$ cat config.mk
export PLATFORM = sky130hd
export DESIGN_NAME = fir_filter_gd_feeder_flat
export DESIGN_NICKNAME = d
export VERILOG_FILES = /design/src/rtl/fir_filter_gd_pkg.sv /design/src/rtl/fir_filter_gd_feeder_if.sv /design/src/rtl/fir_filter_gd_tap_counter.sv /design/src/rtl/fir_filter_gd_feeder.sv /design/src/flat_wrapper.sv
export SDC_FILE = /design/constraint.sdc
export NUM_CORES = 1
export LEC_CHECK = 0
export CAP_MARGIN = 20
export CORE_MARGIN = 3
export CORE_UTILIZATION = 40
export DETAILED_ROUTE_END_ITERATION = 8
export DONT_BUFFER_PORTS = 1
export PLACE_DENSITY = 0.59
export SLEW_MARGIN = 30
export SYNTH_ARGS = -nofsm -noshare
export SYNTH_HDL_FRONTEND = slang
export SYNTH_SLANG_ARGS = --single-unit
export TNS_END_PERCENT = 30
$ cat constraint.sdc
create_clock -name clk -period 1.35 [get_ports clk]
set_input_delay 0.135 -clock clk [delete_from_list [all_inputs] [get_ports clk]]
set_output_delay 0.135 -clock clk [all_outputs]
set_load 0.05 [all_outputs]
$ cat src/rtl/fir_filter_gd_pkg.sv
// Shared types and constants for the gradient-descent FIR feeder and its
// stage-register instantiation.
package fir_filter_gd_pkg;

  typedef enum logic [1:0] {
    IDLE,
    LOAD,
    DRAIN
  } gd_feed_state_t;

  localparam int INPUT_WIDTH_DEF  = 32;
  localparam int NUM_TAPS_DEF     = 8;
  localparam int DRAIN_CYCLES_DEF = 4;

  // Counter/index width; never narrower than one bit.
  function automatic int idx_w(input int n);
    return (n <= 2) ? 1 : $clog2(n);
  endfunction

endpackage

$ cat src/rtl/fir_filter_gd_feeder_if.sv
// Handshake and stage-register bundle between the upstream sequencer source
// (master) and the fir_filter_gd feeder (slave).
interface fir_filter_gd_feeder_if
  import fir_filter_gd_pkg::*;
#(
  parameter int INPUT_WIDTH = INPUT_WIDTH_DEF,
  parameter int NUM_TAPS    = NUM_TAPS_DEF
);
  localparam int IDX_W = idx_w(NUM_TAPS);

  logic [INPUT_WIDTH-1:0] sample_in;
  logic                   sample_valid_in;
  logic                   sample_ready_out;
  logic [INPUT_WIDTH-1:0] coeff_in;
  logic                   coeff_valid_in;
  logic                   coeff_ready_out;
  logic                   stall_in;
  logic                   abort_in;
  logic [INPUT_WIDTH-1:0] fir_input_out;
  logic [INPUT_WIDTH-1:0] coeff_data_out;
  logic [IDX_W-1:0]       coeff_index_out;
  logic                   overwrite_out;
  logic                   output_valid_out;
  logic                   freeze_out;
  logic                   flush_out;
  logic                   busy_out;

  modport master (
    output sample_in, sample_valid_in, coeff_in, coeff_valid_in, stall_in, abort_in,
    input  sample_ready_out, coeff_ready_out, fir_input_out, coeff_data_out,
           coeff_index_out, overwrite_out, output_valid_out, freeze_out, flush_out,
           busy_out
  );

  modport slave (
    input  sample_in, sample_valid_in, coeff_in, coeff_valid_in, stall_in, abort_in,
    output sample_ready_out, coeff_ready_out, fir_input_out, coeff_data_out,
           coeff_index_out, overwrite_out, output_valid_out, freeze_out, flush_out,
           busy_out
  );

endinterface

$ cat src/rtl/fir_filter_gd_tap_counter.sv
// Wrap-at-N counter with clear and enable; tc flags the last count value.
module fir_filter_gd_tap_counter
  import fir_filter_gd_pkg::*;
#(
  parameter int N = NUM_TAPS_DEF,
  parameter int W = idx_w(N)
) (
  input  logic         clk,
  input  logic         rst,
  input  logic         clr,
  input  logic         en,
  output logic [W-1:0] cnt,
  output logic         tc
);

  assign tc = (cnt == W'(N - 1));

  always_ff @(posedge clk) begin
    if (rst || clr) begin
      cnt <= '0;
    end else if (en) begin
      cnt <= tc ? '0 : cnt + W'(1);
    end
  end

endmodule

$ cat src/rtl/fir_filter_gd_feeder.sv
// Writer side of the fir_filter_gd stage registers: serialises samples and
// coefficient bursts, with a drain window after every burst.
module fir_filter_gd_feeder
  import fir_filter_gd_pkg::*;
#(
  parameter int INPUT_WIDTH  = INPUT_WIDTH_DEF,
  parameter int NUM_TAPS     = NUM_TAPS_DEF,
  parameter int DRAIN_CYCLES = DRAIN_CYCLES_DEF
) (
  input  logic                 clk,
  input  logic                 rst,
  fir_filter_gd_feeder_if.slave bus
);

  localparam int IDX_W = idx_w(NUM_TAPS);
  localparam int DRN_W = idx_w(DRAIN_CYCLES);

  gd_feed_state_t state;

  logic             go;
  logic             sample_acc;
  logic             coeff_acc;
  logic [IDX_W-1:0] tap_cnt;
  logic             tap_tc;
  logic [DRN_W-1:0] drain_cnt;
  logic             drain_tc;

  logic signed [INPUT_WIDTH-1:0] fir_input_p1;
  logic signed [INPUT_WIDTH-1:0] coeff_data_p1;
  logic [IDX_W-1:0]              coeff_index_p1;
  logic                          overwrite_p1;
  logic                          output_valid_p1;
  logic                          busy_p1;

  // Readies depend only on state/stall/abort, plus coeff-over-sample in IDLE.
  assign go                   = !bus.abort_in && !bus.stall_in;
  assign bus.coeff_ready_out  = go && (state != DRAIN);
  assign bus.sample_ready_out = go && (state == IDLE) && !bus.coeff_valid_in;
  assign coeff_acc            = bus.coeff_valid_in && bus.coeff_ready_out;
  assign sample_acc           = bus.sample_valid_in && bus.sample_ready_out;
  assign bus.freeze_out       = bus.stall_in;
  assign bus.flush_out        = bus.abort_in;

  fir_filter_gd_tap_counter #(.N(NUM_TAPS), .W(IDX_W)) u_tap_cnt (
    .clk (clk),
    .rst (rst),
    .clr (bus.abort_in),
    .en  (coeff_acc),
    .cnt (tap_cnt),
    .tc  (tap_tc)
  );

  fir_filter_gd_tap_counter #(.N(DRAIN_CYCLES), .W(DRN_W)) u_drain_cnt (
    .clk (clk),
    .rst (rst),
    .clr (bus.abort_in),
    .en  (go && (state == DRAIN)),
    .cnt (drain_cnt),
    .tc  (drain_tc)
  );

  // p1: stage-register bundle, one cycle after the handshake
  always_ff @(posedge clk) begin
    if (rst || bus.abort_in) begin
      state           <= IDLE;
      fir_input_p1    <= '0;
      coeff_data_p1   <= '0;
      coeff_index_p1  <= '0;
      overwrite_p1    <= 1'b0;
      output_valid_p1 <= 1'b0;
      busy_p1         <= 1'b0;
    end else if (!bus.stall_in) begin
      overwrite_p1    <= coeff_acc;
      output_valid_p1 <= sample_acc;
      busy_p1         <= (state != IDLE) || coeff_acc;
      if (sample_acc) begin
        fir_input_p1 <= bus.sample_in;
      end
      if (coeff_acc) begin
        coeff_data_p1  <= bus.coeff_in;
        coeff_index_p1 <= tap_cnt;
      end
      case (state)
        IDLE:    if (coeff_acc) state <= LOAD;
        LOAD:    if (coeff_acc && tap_tc) state <= DRAIN;
        DRAIN:   if (drain_tc) state <= IDLE;
        default: state <= IDLE;
      endcase
    end
  end

  assign bus.fir_input_out    = fir_input_p1;
  assign bus.coeff_data_out   = coeff_data_p1;
  assign bus.coeff_index_out  = coeff_index_p1;
  assign bus.overwrite_out    = overwrite_p1;
  assign bus.output_valid_out = output_valid_p1;
  assign bus.busy_out         = busy_p1;

endmodule

$ cat src/flat_wrapper.sv
// flat-port wrapper written by rule: the top's interface ports become plain ports
module fir_filter_gd_feeder_flat import fir_filter_gd_pkg::*;
#(
  parameter int INPUT_WIDTH  = INPUT_WIDTH_DEF,
  parameter int NUM_TAPS     = NUM_TAPS_DEF,
  parameter int DRAIN_CYCLES = DRAIN_CYCLES_DEF
)
  (clk, rst, bus_sample_in, bus_sample_valid_in, bus_coeff_in, bus_coeff_valid_in, bus_stall_in, bus_abort_in, bus_sample_ready_out, bus_coeff_ready_out, bus_fir_input_out, bus_coeff_data_out, bus_coeff_index_out, bus_overwrite_out, bus_output_valid_out, bus_freeze_out, bus_flush_out, bus_busy_out);
  fir_filter_gd_feeder_if #(.INPUT_WIDTH(INPUT_WIDTH), .NUM_TAPS(NUM_TAPS)) bus_i ();
  input  logic clk;
  input  logic rst;
  input wire logic [$bits(bus_i.sample_in)-1:0] bus_sample_in;
  input wire logic [$bits(bus_i.sample_valid_in)-1:0] bus_sample_valid_in;
  input wire logic [$bits(bus_i.coeff_in)-1:0] bus_coeff_in;
  input wire logic [$bits(bus_i.coeff_valid_in)-1:0] bus_coeff_valid_in;
  input wire logic [$bits(bus_i.stall_in)-1:0] bus_stall_in;
  input wire logic [$bits(bus_i.abort_in)-1:0] bus_abort_in;
  output wire logic [$bits(bus_i.sample_ready_out)-1:0] bus_sample_ready_out;
  output wire logic [$bits(bus_i.coeff_ready_out)-1:0] bus_coeff_ready_out;
  output wire logic [$bits(bus_i.fir_input_out)-1:0] bus_fir_input_out;
  output wire logic [$bits(bus_i.coeff_data_out)-1:0] bus_coeff_data_out;
  output wire logic [$bits(bus_i.coeff_index_out)-1:0] bus_coeff_index_out;
  output wire logic [$bits(bus_i.overwrite_out)-1:0] bus_overwrite_out;
  output wire logic [$bits(bus_i.output_valid_out)-1:0] bus_output_valid_out;
  output wire logic [$bits(bus_i.freeze_out)-1:0] bus_freeze_out;
  output wire logic [$bits(bus_i.flush_out)-1:0] bus_flush_out;
  output wire logic [$bits(bus_i.busy_out)-1:0] bus_busy_out;
  assign bus_i.sample_in = bus_sample_in;
  assign bus_i.sample_valid_in = bus_sample_valid_in;
  assign bus_i.coeff_in = bus_coeff_in;
  assign bus_i.coeff_valid_in = bus_coeff_valid_in;
  assign bus_i.stall_in = bus_stall_in;
  assign bus_i.abort_in = bus_abort_in;
  assign bus_sample_ready_out = bus_i.sample_ready_out;
  assign bus_coeff_ready_out = bus_i.coeff_ready_out;
  assign bus_fir_input_out = bus_i.fir_input_out;
  assign bus_coeff_data_out = bus_i.coeff_data_out;
  assign bus_coeff_index_out = bus_i.coeff_index_out;
  assign bus_overwrite_out = bus_i.overwrite_out;
  assign bus_output_valid_out = bus_i.output_valid_out;
  assign bus_freeze_out = bus_i.freeze_out;
  assign bus_flush_out = bus_i.flush_out;
  assign bus_busy_out = bus_i.busy_out;
  fir_filter_gd_feeder #(.INPUT_WIDTH(INPUT_WIDTH), .NUM_TAPS(NUM_TAPS), .DRAIN_CYCLES(DRAIN_CYCLES)) u_core (.clk(clk), .rst(rst), .bus(bus_i));
endmodule
==> results of run 1 <==
## layout make-up
class	count	area (um^2)
fillers	577	2630
repair buffers	156	1440
clock buffers	10	128
flip-flops and latches	77	1540
multi-input cells	244	1470
well taps	99	124
inverters	2	7.51
clock inverters	6	72.6
## power breakdown
group	switching, W	internal (W)	leakage, nW
logic	0.000322	0.000278	1.12
registers	0.0000101	0.00229	0.623
clock network	0.000880	0.000871	0.0971
total	0.00121	0.00344	1.84
## placed cells by master (no fill, tap or decap), types with 3 or more instances in the layout
| cell | instances |
|---|---|
| dlygate4sd3_1 | 68 |
| buf_4 | 78 |
| dfxtp_1 | 75 |
| buf_6 | 3 |
| clkinv_4 | 3 |
| a21oi_1 | 35 |
| nor2_1 | 7 |
| nand2_1 | 74 |
| clkbuf_8 | 9 |
| ha_1 | 3 |
| mux2i_1 | 40 |
| o21ai_1 | 27 |
| buf_12 | 7 |
| o21ai_2 | 5 |
| nand3_1 | 33 |
## layer usage
layer	vias up	global-route usage (%)
li1	1484	-
met1	1333	21.7
met2	111	32.3
met4	0	7.57
met3	8	6.53
met5	-	0
## cells by family after synthesis
| logic type | count (synthesis) | share of synthesized area [%] |
|---|---|---|
| AO/OA/AOI/OAI | 71 | 11.6 |
| adder cells (fa/ha/maj) | 3 | 1.20 |
| buffers and inverters | 34 | 6.30 |
| flip-flops | 77 | 49.2 |
| multiplexers | 40 | 12.8 |
| AND/OR/NAND/NOR | 130 | 19.0 |
## worst max-delay path, stage by stage, from the launching register on
cell	delay, ps
dfxtp_2	320
or4_4	490
buf_12	150
nor2_4	90
buf_12	140
## what timing repair did
item / 4_1_cts / 5_1_grt
pin swaps: 2 / 1
hold buffers: 68 / 0
setup endpoints to repair: 38 / 47
setup buffers: 1 / 0
resized for setup: 7 / 12
hold endpoints to repair: 70 / 0
## state kept, by name, indices dropped and copies added, names as in the netlist
register and flops:
u_core.bus.coeff_data_out 32, u_core.bus.fir_input_out 32, u_core.bus.coeff_index_out 3, u_core.u_tap_cnt.cnt 3, u_core.state 2, u_core.u_drain_cnt.cnt 2, u_core.bus.busy_out 1, u_core.bus.output_valid_out 1
u_core.bus.overwrite_out 1
## how the worst min path moves through the flow
stage                                from                      endpoint  cells after the start
after CTS                             rst           u_core.bus.busy_out                      2
after detailed placement     bus_stall_in           u_core.bus.busy_out                      1
after floorplan           bus_coeff_in[0]  u_core.bus.coeff_data_out[0]                      2
final                        bus_stall_in     u_core.u_drain_cnt.cnt[0]                      3
after global placement       bus_stall_in           u_core.bus.busy_out                      1
after global routing         bus_stall_in     u_core.u_drain_cnt.cnt[0]                      3
## per-stage QoR
| stage | instance area (um^2) | hold slack [ps] |
|---|---|---|
| after global routing | 4780 | 41.0 |
| after global placement | 3830 | 250 |
| final | 4780 | 25.6 |
| after CTS | 4740 | 25.3 |
| after floorplan | 3140 | 277 |
| after detailed placement | 3830 | 253 |
==> results.yml, run 1 <==
run_status:
  outcome: "finished with violations"
  violations: "negative setup slack"
routing:
  dr_wl_met3_um: 750
  avgViaCountPerCell: 4.94
  first_pass_iters: 4
  topRoutingLayerUsed: "met4"
  drc: 0
  avgRoutedWirePerCell_um: 14.3
  first_iter_violations: 115
  ant_nets: 0
  drt-met1-wl_um: 3430
  vias: 2936
  dr_wl_met2_um: 4180
  routed_wl_um: 8480
synth:
  yosysSeqAreaShare_pct: 49.2
  yosys_register_bits: 77
  synth.top_cells.by_area: "dfxtp_1 49%, mux2i_1 13%, nand2_1 8.9%"
  synth_largest_area_cell: "dfxtp_1"
  synth_cells: 355
  synthesis.area_um2: 3140
  synth.net_count: 428
  ys_warn_count: 0
  synth-main-ff-cell: "dfxtp_1"
  synth_top_area_share_pct: 49.2
  synth_most_common_cell: "dfxtp_1"
  synth_common_cells: "77 x dfxtp_1, 74 x nand2_1, 40 x mux2i_1"
  async_reset_ff_share_pct: 0
  synth_edf_count: 0
  avgSynthCellArea_um2: 8.83
  synthDistinctLibCells: 30
power_and_ir_drop:
  p_total_w: 0.00466
  vdd_drop_max_uv: 572
  power.density_nw_per_um2: 974
  p_leak_nw: 1.84
grt:
  grt_pass1_wl_um: 13500
  grt_max_degree: 42
  grt_usage_pct: 18.9
  antenna_found_initial: 0
  grt.overflow.total: 0
  grt_pass1_vias: 2868
floorplanning:
  initial_core_util_pct: 42.3
  core.rowCount: 31
  die-height_um: 94.5
  ioPinCount: 144
  fp.dieW_um: 94.5
  core_area_um2: 7410
  die_area_um2: 8940
sta:
  rsz0062_at_grt: "yes"
  tightest_slew_ps: 366
  hold_viol_final: 0
  setup_viol: 31
  period_minus_slack_ps: 1670
  finalSetupTns_ps: -2250
  worst_clock_skew_ps: 12.6
  slew_viol_final: 0
  fin_ws_ps: -320
  slew_headroom_pct: 75.6
  finalCritPeriodShare_pct: 124
  fmax_mhz: 599
layout:
  diodes: 0
  nets: 563
  fin_cells: 594
  drive_gt1_share_pct: 24.6
  post-route-util_pct: 64.5
  area_delta_synth_final_pct: 52.5
job:
  drv_cap: 0
worst_setup_path:
  worstSetupStartpoint: "u_core.state[1]"
  cp.arrival_ps: 1530
  endpoint_kind: "primary output"
  rr_worst_depth: 5
  reg2reg_to: "u_core.bus.fir_input_out[7]"
  regToRegSetupSlack_ps: -150
  critPathCapture: "bus_sample_ready_out"
  cp_max_fo: 2
  regToRegStartpoint: "u_core.state[1]"
  cp.required_ps: 1220
  startpoint_type: "flop"
  crit_type: "reg -> out"
cts:
  insertion_delay_ps: 350
  max-clock-path-buffers: 2
  path_clk_slew_ps: 90
  numCtsBuffers: 9
  cts.sinks: 77
  root_buffer: "clkbuf_8"
  cts_tree: "built"
  htreeDepth: 3
placed_design:
  routabilityCongestion: 0.704
  placedCellCount: 509
  place_ws_ps: -91.3
  io_buffers: 0
  hpwl_um: 5290
worst_hold_path:
  min_path_type: "in -> reg"
No activity file was read; power rests on OpenSTA's default activity.
==> run 2: changes to the inputs <==
--- a/config.mk
+++ b/config.mk
@@ -8,6 +8,7 @@
 export CAP_MARGIN = 20
 export CORE_MARGIN = 3
 export CORE_UTILIZATION = 40
+export CTS_BUF_LIST = sky130_fd_sc_hd__clkbuf_4 sky130_fd_sc_hd__clkbuf_8
 export DETAILED_ROUTE_END_ITERATION = 8
 export DONT_BUFFER_PORTS = 1
 export PLACE_DENSITY = 0.59
==> run 2 against run 1 <==
The run still ends with negative setup slack left. Wire length rose by 0.17%. Via count decreased by 0.17%. Non-clock buffer count unchanged. Cell count unchanged. Maximum frequency is essentially flat. Utilization up 0.051 points.
==> results.yml, run 2 (same netlist as run 1, synthesis figures left out) <==
grt:
  grt_pass1_wl_um: 13500
  antenna_found_initial: 0
  grt.overflow.total: 0
  met1_usage_pct: 21.7
  use_met2_pct: 32.3
  gr-usage-met3_pct: 6.53
  top_usage_layer: "met2"
  grt_max_degree: 42
  grt_pass1_vias: 2868
  grt_usage_pct: 18.9
worst_setup_path:
  endpoint_kind: "primary output"
  startpoint_type: "flop"
  cp_max_fo: 2
  cp_slowest_stage_delay_ps: 490
  path_buf_inv: 2
  cp_top_family: "simple AND/OR/NAND/NOR gates"
  slowest_stage: "or4_4"
  path_common_cell: "buf_12"
  cp_cell_sequence: "or4_4 -> buf_12 -> nor2_4 -> buf_12"
  cp.required_ps: 1220
  regToRegSetupSlack_ps: -150
  crit_type: "reg -> out"
  cp.arrival_ps: 1530
sta:
  rsz0062_at_grt: "yes"
  fmax_mhz: 599
  setup_viol: 31
  tightest_slew_ps: 370
  finalCritPeriodShare_pct: 124
  slew_headroom_pct: 75.3
  hold_viol_final: 0
  slew_viol_final: 0
  fin_ws_ps: -319
  worst_clock_skew_ps: 12.7
  period_minus_slack_ps: 1670
routing:
  ant_nets: 0
  avgViaCountPerCell: 4.93
  routed_wl_um: 8500
  first_iter_violations: 115
  drc: 0
  first_pass_iters: 4
  avgRoutedWirePerCell_um: 14.3
  vias: 2931
power_and_ir_drop:
  p_total_w: 0.00468
  vdd_drop_max_uv: 581
  p_leak_nw: 1.84
  power.density_nw_per_um2: 977
placed_design:
  place_ws_ps: -91.3
  place_area_um2: 3830
  routabilityCongestion: 0.704
  io_buffers: 0
  placedCellCount: 509
  hpwl_um: 5290
cts:
  max-clock-path-buffers: 2
  cts.sinks: 77
  insertion_delay_ps: 350
  path_clk_slew_ps: 90
  htreeDepth: 3
  numCtsBuffers: 9
  root_buffer: "clkbuf_8"
  cts_tree: "built"
layout:
  fin_cells: 594
  drive_gt1_share_pct: 24.8
  nets: 563
  final_cell_area_um2: 4790
  n_fill_cell: 577
  post-route-util_pct: 64.6
  mostFrequentLayoutCells: "78 x buf_4, 75 x dfxtp_1, 74 x nand2_1"
  area_delta_synth_final_pct: 52.6
  regArea_um2: 1540
  diodes: 0
  mostFrequentLayoutCell: "buf_4"
  multi_input_area_um2: 1470
floorplanning:
  die_area_um2: 8940
  core.rowCount: 31
  ioPinCount: 144
  core_area_um2: 7410
  fp.dieW_um: 94.5
  initial_core_util_pct: 42.3
  die-height_um: 94.5
worst_hold_path:
  min_path_type: "in -> reg"
run_status:
  violations: "negative setup slack"
  outcome: "finished with violations"
job:
  drv_cap: 0
==> run 2: cell count changes in the layout (fill, tap and decap cells not counted) <==
cell	previous run	this run
clkbuf_4	0	1
clkbuf_1	1	0
==> run 2: layout make-up <==
cell class,instances,share of cell area [%]
sequential,77,32.3
timing repair buffer,156,30.1
inverter,2,0.157
clock buffer,10,2.75
clock inverter,6,1.52
multi-input combinational,244,30.6
tap,99,2.59
==> run 2: through the flow <==
step                setup TNS, ps  hold WS [ps]
floorplan                   -1170           277
finish                      -2250          26.0
global route                -4420          41.0
global placement             -709           250
CTS                         -2320          25.3
detailed placement          -1080           253
==> run 2: repair_timing <==
action	4_1_cts	5_1_grt
endpoints found under the setup margin	38	47
endpoints found under the hold margin	70	0
setup buffers	1	0
resized for setup	7	12
pin swaps	2	1
hold buffers	68	0
==> run 2: power breakdown <==
part / switching (W) / total, W / internal [W]
Sequential: 0.0000101 / 0.00230 / 0.00229
Clock: 0.000880 / 0.00177 / 0.000891
Combinational: 0.000323 / 0.000601 / 0.000278
==> run 2: per-layer routing <==
metal / routed length (um) / share of wire (%)
met5: 0 / 0
met4: 112 / 1.3
met3: 746 / 8.8
met2: 4190 / 49
met1: 3450 / 41
==> run 2: final timing paths <==
check	startpoint	end	cells past startpoint
setup / recovery	u_core.state[1]	bus_sample_ready_out	4
hold / removal	bus_stall_in	u_core.u_drain_cnt.cnt[0]	3
setup reg to reg	u_core.state[1]	u_core.bus.fir_input_out[7]	5
hold reg to reg	u_core.bus.overwrite_out	u_core.bus.overwrite_out	2
==> run 2: worst min-delay path, delay by kind of cell <==
kind          cells  cell delay [ps]
mux               1              110
simple gates      2              100
